--- src/rtl/riscv_pkg.sv ---
// riscv_pkg: shared widths, NOP encoding and the fetch/decode queue entry.
package riscv_pkg;
  localparam int XLEN = 32;
  localparam logic [31:0] NOP_INSTR = 32'h0000_0013;
  typedef struct packed {
    logic [XLEN-1:0] pc;
    logic [XLEN-1:0] instr;
    logic            misalign;
  } entry_t;
endpackage

--- src/rtl/if_id_queue_mem.sv ---
// if_id_queue_mem: DEPTH-entry register array, one write port and a combinational read port.
module if_id_queue_mem
  import riscv_pkg::*;
#(
  parameter int DEPTH = 4
) (
  input  logic                     clk,
  input  logic                     we,
  input  logic [$clog2(DEPTH)-1:0] waddr,
  input  entry_t                   wdata,
  input  logic [$clog2(DEPTH)-1:0] raddr,
  output entry_t                   rdata
);
  entry_t mem [DEPTH];
  always_ff @(posedge clk)
    if (we) mem[waddr] <= wdata;
  assign rdata = mem[raddr];
endmodule

--- src/rtl/if_id_queue.sv ---
// if_id_queue: fetch-to-decode FIFO of {pc, instr} with valid/ready handshake and flush.
module if_id_queue
  import riscv_pkg::*;
#(
  parameter int DEPTH = 4,
  parameter int XLEN  = riscv_pkg::XLEN
) (
  input  logic                     clk,
  input  logic                     rst,
  input  logic                     flush,
  input  logic                     f_valid,
  input  logic [XLEN-1:0]          f_pc,
  input  logic [XLEN-1:0]          f_instr,
  output logic                     f_ready,
  output logic                     d_valid,
  input  logic                     d_ready,
  output logic [XLEN-1:0]          d_pc,
  output logic [XLEN-1:0]          d_instr,
  output logic                     d_misalign,
  output logic [$clog2(DEPTH):0]   count
);
  localparam int AW = $clog2(DEPTH);
  localparam int CW = AW + 1;
  logic [AW-1:0] wp, rp;
  logic push, pop;
  entry_t wdata, head;
  assign f_ready = count != CW'(DEPTH);
  assign d_valid = count != '0;
  assign push = f_valid && f_ready && !flush;
  assign pop  = d_valid && d_ready && !flush;
  assign wdata = '{pc: f_pc, instr: f_instr, misalign: |f_pc[1:0]};
  // Pointers wrap naturally because DEPTH is a power of two.
  always_ff @(posedge clk)
    if (!rst || flush) begin
      wp    <= '0;
      rp    <= '0;
      count <= '0;
    end else begin
      if (push) wp <= wp + AW'(1);
      if (pop) rp <= rp + AW'(1);
      count <= count + CW'(push) - CW'(pop);
    end
  if_id_queue_mem #(.DEPTH(DEPTH)) u_mem (
    .clk  (clk),
    .we   (push),
    .waddr(wp),
    .wdata(wdata),
    .raddr(rp),
    .rdata(head)
  );
  assign d_pc       = d_valid ? head.pc : '0;
  assign d_instr    = d_valid ? head.instr : NOP_INSTR;
  assign d_misalign = d_valid && head.misalign;
endmodule

--- config.mk ---
export PLATFORM = sky130hd
export DESIGN_NAME = if_id_queue
export DESIGN_NICKNAME = d
export VERILOG_FILES = /design/src/rtl/riscv_pkg.sv /design/src/rtl/if_id_queue_mem.sv /design/src/rtl/if_id_queue.sv
export SDC_FILE = /design/constraint.sdc
export NUM_CORES = 1
export LEC_CHECK = 0
export CAP_MARGIN = 20
export CORE_MARGIN = 3
export CORE_UTILIZATION = 55
export CTS_CLUSTER_DIAMETER = 80
export CTS_CLUSTER_SIZE = 10
export DETAILED_ROUTE_END_ITERATION = 10
export PLACE_DENSITY = 0.8
export SLEW_MARGIN = 20
export SYNTH_ARGS = -nofsm -noshare
export SYNTH_HDL_FRONTEND = slang
export SYNTH_SLANG_ARGS = --single-unit
export TNS_END_PERCENT = 10
--- constraint.sdc ---
create_clock -name clk -period 4 [get_ports clk]
set_input_delay 0.8 -clock clk [delete_from_list [all_inputs] [get_ports clk]]
set_output_delay 0.8 -clock clk [all_outputs]
set_load 0.1 [all_outputs]
==> run summary, run 1 <==
• finished clean — result of the run
• 23.20% — growth of design area from synthesis to finish
• 0.5669 — effective utilization at floorplan
• reg2reg — worst min-delay path class
• 0 — antenna violations before repair
• 139 — number of primary I/O pins
• 269 — clock sink count
• 0.0003906 V — maximum ir drop on the vdd rail
• 0 — post-detailed-route DRC marker count
• 1 — number of H-tree levels
• multiplexers — dominant combinational cell family by area after synthesis
• 0.8252 — Tcrit/Tclk final
• 0.9920 ns — slew of the pin with the lowest slew margin
• 22.08 um2 — mean instance size in the synthesized netlist
• count[1] — Reg-to-Reg Start
• 0.001703 — parity-gate share of the synthesized area counting xor and xnor cells
• 0.009242 — adder-cell share of the synthesized area
• 0.05059 — simple-gate share of the synthesized area
• 0.7594 — final RePlAce weighted congestion
• 3.20 ns — required time at the worst-slack endpoint
• 0 — count of endpoints failing setup in the final report
• 49 — standard-cell row count
• 0.6985 — Core Util, Final
• 0.006059 W — Total Power Consumption
• 542 — Mapped Nets
• 2.50 ns — WP data arrival
• 260 — Post-synth EDFFs
• 5.652 — DR vias/cell
• 0.1423 — mux share of post-synthesis cell area
• 700 — final layout net count
• 30 — number of buffers created by CTS
• sky130_fd_sc_hd__clkbuf_16 — root buffer cell
• 18150 um2 — core region area
• no — unrepaired setup endpoints after global routing
• 20380 um2 — total die area
• 0.1869 — total routing usage reported by global routing
• 0 — # hold bufs at CTS
• 0 — total of max-cap violations
• 66 — largest net degree at the start of global routing
• 0 — Final Hold Violating Endpoints
• 0 ns — setup TNS after final layout
• 24 — count of cell types in the netlist
• 21.72 um — WL/cell
• 0 — number of nets with antenna violations after routing
• 478.0 nW/um2 — cell area power density
• 4.201 nW — LEAKAGE
• 138 — # port buffers
• 466 — synthesized instance count
• output pin — Critical Path Sink Type
• 3 — Bufs on Longest Clock Path
• 11270 um — detailed placement HPWL
• 0.7764 — post-synthesis sequential area ratio
• 142.8 um — die height
• 0.3387 — Rel. slew slack
• 0 — total of cells resized after clock tree synthesis
• reg2out — kind of critical path
• 0 — Setup Fix Bufs, Post-CTS
• 3.301 ns — final worst path period need
• 10290 um2 — netlist area before placement
• 0.2778 — layout cell share with drive strength beyond 1
• built — clock tree from TritonCTS
• 303.0 MHz — Achievable Freq
• 29360 um — wire length of the first global-routing pass
• 28 — maximum fanout encountered on the critical timing path
• 0.52 ns — clock network latency to the later pin of the worst-skew pair
• 4957 — via total after detailed routing
• 0.5012 ns — tightest hold margin
• 0 — yosys warns
• 1.35 ns — register-to-register setup slack
• rp[1] — startpoint of the most critical hold path
• 251 — Iteration-0 DRC Markers
• 0 — Antenna Cells
• 5300 — vias in the first global route
• 142.8 um — width of the die
• 0 — number of max-slew violations in the final report
• 0 — Remaining Overflow, GRT
• 0.003648 — fraction of the mapped netlist area in compound gates
• 4 — first-pass iteration count of the detailed router
• 269 — register bit total from synthesis
• 19050 um — Detailed Route WL
• 0.06 ns — Clock Pin Slew Worst Setup and Hold Paths
• 0 — fraction of synthesis flops using an asynchronous set or reset pin
• register — kind of start point of the critical path
• 0.01047 ns — worst setup skew after layout
• sky130_fd_sc_hd__edfxtp_1 — Main synth FF type
==> routing by layer <==
metal	global-route usage	wire (um)	vias up	share of wire
met5	0	0	-	0
met4	0.04502	300	0	0.016
met3	0.04555	1425	27	0.075
met2	0.2980	9359	199	0.49
met1	0.2678	7960	2537	0.42
li1	-	-	2194	-
==> logic make-up after synthesis <==
group / after synthesis
xor gates and xnor gates: 2
DFF: 269
muxes: 65
buffers and inverters: 30
AOI/OAI and AO/OA: 7
and+or+nand+nor: 86
adders and majority gates: 7
==> sequential cells by signal, summed over array words and instances, names as in the netlist, named ones only <==
signal / count
count: 3
rp: 2
u_mem.mem: 260
wp: 2
==> cell usage after synthesis (3+ instances only) <==
cell,count,area [um2]
sky130_fd_sc_hd__a21oi_1,3,15.01
sky130_fd_sc_hd__and2_1,67,419.2
sky130_fd_sc_hd__buf_2,7,35.03
sky130_fd_sc_hd__buf_6,6,67.56
sky130_fd_sc_hd__clkbuf_1,8,30.03
sky130_fd_sc_hd__dfxtp_1,9,180.2
sky130_fd_sc_hd__edfxtp_1,260,7807
sky130_fd_sc_hd__ha_1,6,75.07
sky130_fd_sc_hd__inv_1,9,33.78
sky130_fd_sc_hd__mux4_2,65,1464
sky130_fd_sc_hd__nor2_1,6,22.52
sky130_fd_sc_hd__o21ai_0,3,15.01
sky130_fd_sc_hd__or2_1,3,18.77
==> cell type report <==
cell class,count,area (um2)
multi-input combinational,167,2145
timing repair buffer,147,1346
fill,1088,5472
clock buffer,56,869.6
inverter,9,33.78
tap,229,286.5
sequential,269,7995
==> power by group <==
group          total (W)  internal (W)  switching (W)
registers        0.00315       0.00314      0.0000142
logic           0.000509      0.000162       0.000348
clock network    0.00240       0.00144       0.000956
total            0.00606       0.00474        0.00132
==> cells in the final DEF (no fill, tap or decap) <==
cell type / synthesis / layout
sky130_fd_sc_hd__buf_4: 0 / 70
sky130_fd_sc_hd__nand2b_1: 1 / 1
sky130_fd_sc_hd__inv_1: 9 / 8
sky130_fd_sc_hd__nor3_2: 1 / 1
sky130_fd_sc_hd__o31ai_1: 1 / 1
sky130_fd_sc_hd__and2_1: 67 / 63
sky130_fd_sc_hd__nand2_1: 1 / 1
sky130_fd_sc_hd__nor3_1: 2 / 2
sky130_fd_sc_hd__xor2_1: 2 / 2
sky130_fd_sc_hd__a21oi_1: 3 / 3
sky130_fd_sc_hd__clkdlybuf4s50_1: 0 / 72
sky130_fd_sc_hd__nor2_1: 6 / 6
sky130_fd_sc_hd__mux4_2: 65 / 65
sky130_fd_sc_hd__dfxtp_4: 0 / 2
sky130_fd_sc_hd__clkbuf_16: 0 / 31
sky130_fd_sc_hd__or2_1: 3 / 3
sky130_fd_sc_hd__or3_1: 1 / 1
sky130_fd_sc_hd__o21ai_0: 3 / 3
sky130_fd_sc_hd__clkbuf_1: 8 / 25
sky130_fd_sc_hd__and2_4: 0 / 4
sky130_fd_sc_hd__or2_2: 1 / 1
sky130_fd_sc_hd__nor3b_1: 1 / 1
sky130_fd_sc_hd__buf_12: 0 / 5
sky130_fd_sc_hd__dfxtp_1: 9 / 7
sky130_fd_sc_hd__ha_1: 6 / 6
sky130_fd_sc_hd__inv_2: 0 / 1
sky130_fd_sc_hd__edfxtp_1: 260 / 260
sky130_fd_sc_hd__fa_1: 1 / 1
sky130_fd_sc_hd__nand3_1: 2 / 2
==> through the flow <==
stage,setup slack [ns],area (um2),std cells
after global placement,0.7300,11810,821
after CTS,0.6289,12680,877
after global routing,0.5467,12680,877
final,0.6992,12680,877
after floorplan,0.4228,10290,466
after detailed placement,0.5787,11810,821
==> final timing paths <==
check | endpoint | cells past startpoint
hold / removal | register | 2
hold reg to reg | register | 2
setup reg to reg | count[2] | 11
setup / recovery | d_instr[1] | 4
==> critical path, cell delays in order (launching register included) <==
cell	delay [ns]
sky130_fd_sc_hd__dfxtp_4	0.63
sky130_fd_sc_hd__buf_12	0.31
sky130_fd_sc_hd__mux4_2	0.53
sky130_fd_sc_hd__or2_1	0.25
sky130_fd_sc_hd__buf_4	0.24
Power figures use the tool's default switching activity.
==> inputs of run 2 (changes only) <==
clock period = 3.3 ns   (was 4 ns; I/O delays follow)
==> run summary, run 2 (synthesis results as in run 1) <==
• finished clean — result of the run
• 34 — maximum fanout encountered on the critical timing path, +21%
• 30850 um — wire length of the first global-routing pass, +5.1%
• 138 — # port buffers, unchanged
• 0.71 ns — Critical Path Max Stage Delay, +0.08 ns
• 4.418 nW — LEAKAGE, +5.2%
• 1 — antenna violations before repair, +1
• 20380 um2 — total die area, unchanged
• 0.007453 W — Total Power Consumption, +23%
• 142.8 um — width of the die, unchanged
• 0 ns — setup TNS after final layout, unchanged
• u_mem.mem — register with the highest flop count
• register — kind of start point of the critical path
• 2.64 ns — required time at the worst-slack endpoint, -0.56 ns
• flip-flops — cell type group with the largest total delay on the critical path
• 260 x sky130_fd_sc_hd__edfxtp_1, 68 x sky130_fd_sc_hd__clkdlybuf4s50_1, 65 x sky130_fd_sc_hd__mux4_2 — top library cells by usage in the layout, fill and taps aside
• 0.01961 ns — worst setup skew after layout, +0.009133 ns
• 707 — final layout net count, +1.0%
• 2.972 ns — final worst path period need
• 5.643 — DR vias/cell, -0.17%
• no — unrepaired setup endpoints after global routing
• sky130_fd_sc_hd__dfxtp_4 — Max stage delay cell, worst path
• 0.4998 ns — tightest hold margin, -0.001434 ns
• reg2reg — worst min-delay path class
• 139 — number of primary I/O pins, unchanged
• 18150 um2 — core region area, unchanged
• 0 — Remaining Overflow, GRT, unchanged
• 0.1991 — total routing usage reported by global routing, +0.01218
• 4 — first-pass iteration count of the detailed router, unchanged
• 3 — Bufs on Longest Clock Path, unchanged
• 0.3038 — layout cell share with drive strength beyond 1, +0.02604
• 0.0004151 V — maximum ir drop on the vdd rail, +6.3%
• 12550 um2 — total placed instance area, +6.3%
• 30.40% — growth of design area from synthesis to finish
• 0.5672 ns — slew of the pin with the lowest slew margin, -0.4248 ns
• 0.5669 — effective utilization at floorplan, unchanged
• 0 — number of nets with antenna violations after routing, unchanged
• 11890 um — detailed placement HPWL, +5.5%
• 2.31 ns — WP data arrival, -0.19 ns
• 142.8 um — die height, unchanged
• 0 — number of max-slew violations in the final report, unchanged
• 0 — total of cells resized after clock tree synthesis, unchanged
• u_mem.mem: 260 flops, count: 3 flops — registers with the most flip-flops
• 269 — clock sink count, unchanged
• 0 — post-detailed-route DRC marker count, unchanged
• 49 — standard-cell row count, unchanged
• 22.34 um — WL/cell, +2.9%
• 373 — Iteration-0 DRC Markers, +49%
• 2 — Buf/Inv on CP, unchanged
• 0 — count of endpoints failing setup in the final report, unchanged
• 0 — Antenna Cells, unchanged
• output pin — Critical Path Sink Type
• 5394 — vias in the first global route, +1.8%
• built — clock tree from TritonCTS
• 0.7631 — final RePlAce weighted congestion, +0.49%
• 0.9007 — Tcrit/Tclk final
• 0.86 ns — register-to-register setup slack, -0.49 ns
• sky130_fd_sc_hd__edfxtp_1 — most common cell after layout, fill and taps aside
• 0 — Final Hold Violating Endpoints, unchanged
• 36 — largest net degree at the start of global routing, -45%
• 13420 um2 — Post-Layout Inst Area, +5.8%
• buf_4, mux4_2, and2_2, buf_12 — critical path, cell by cell
• 1 — number of H-tree levels, unchanged
• 0.05 ns — Clock Pin Slew Worst Setup and Hold Paths, about the same
• 4988 — via total after detailed routing, +0.63%
• 0.53 ns — clock network latency to the later pin of the worst-skew pair, about the same
• 260 — number of flip-flops under the largest register name, unchanged
• reg2out — kind of critical path
• 0 — # hold bufs at CTS, unchanged
• 0.6218 — Rel. slew slack, +0.2832
• 555.5 nW/um2 — cell area power density, +16%
• sky130_fd_sc_hd__clkbuf_16 — root buffer cell
• 0 — Setup Fix Bufs, Post-CTS, unchanged
• 30 — number of buffers created by CTS, unchanged
• 336.4 MHz — Achievable Freq
• 0 — total of max-cap violations, unchanged
• 0.7393 — Core Util, Final, +0.04082
• 19750 um — Detailed Route WL, +3.7%
## run 2: cell types whose count changed in the layout (fill, tap and decap cells not counted)
cell	before	now
sky130_fd_sc_hd__and2_1	63	55
sky130_fd_sc_hd__and2_2	0	8
sky130_fd_sc_hd__buf_12	5	60
sky130_fd_sc_hd__buf_4	70	26
sky130_fd_sc_hd__clkdlybuf4s50_1	72	68
## run 2: layout make-up
type	count	area [um2]
Clock buffer	56	869.6
Fill cell	1037	4731
Inverter	9	33.78
Multi-Input combinational cell	167	2155
Sequential cell	269	7995
Tap cell	229	286.5
Timing Repair Buffer	154	2077
## run 2: final timing paths
check,start,to,cells after the start
min reg2reg,rp[1],register,2
min,rp[1],register,2
max reg2reg,count[2],count[2],11
max,register,d_instr[30],4
## run 2: worst min-delay path, stage by stage, from the launching register on
cell and delay, ns:
sky130_fd_sc_hd__dfxtp_1 0.30, sky130_fd_sc_hd__o21ai_0 0.07, sky130_fd_sc_hd__a21oi_1 0.08
## run 2: stage by stage
step,setup slack (ns),cells
after floorplan,-0.2763,466
after global placement,0.3727,828
after detailed placement,0.2618,828
after CTS,0.2979,884
after global routing,0.1685,884
final,0.3277,884
## run 2: power by group
| part | internal [W] | switching [W] |
|---|---|---|
| clock network | 0.00175 | 0.00117 |
| registers | 0.00381 | 0.0000166 |
| logic | 0.000272 | 0.000439 |
## run 2: layer usage
layer	routed length, um	share of wire	track usage	vias up
met3	1516	0.077	0.04689	27
met4	265	0.013	0.05253	2
met5	13	0.00066	0	-
met2	9908	0.50	0.3178	191
met1	8040	0.41	0.2840	2551
li1	-	-	-	2217
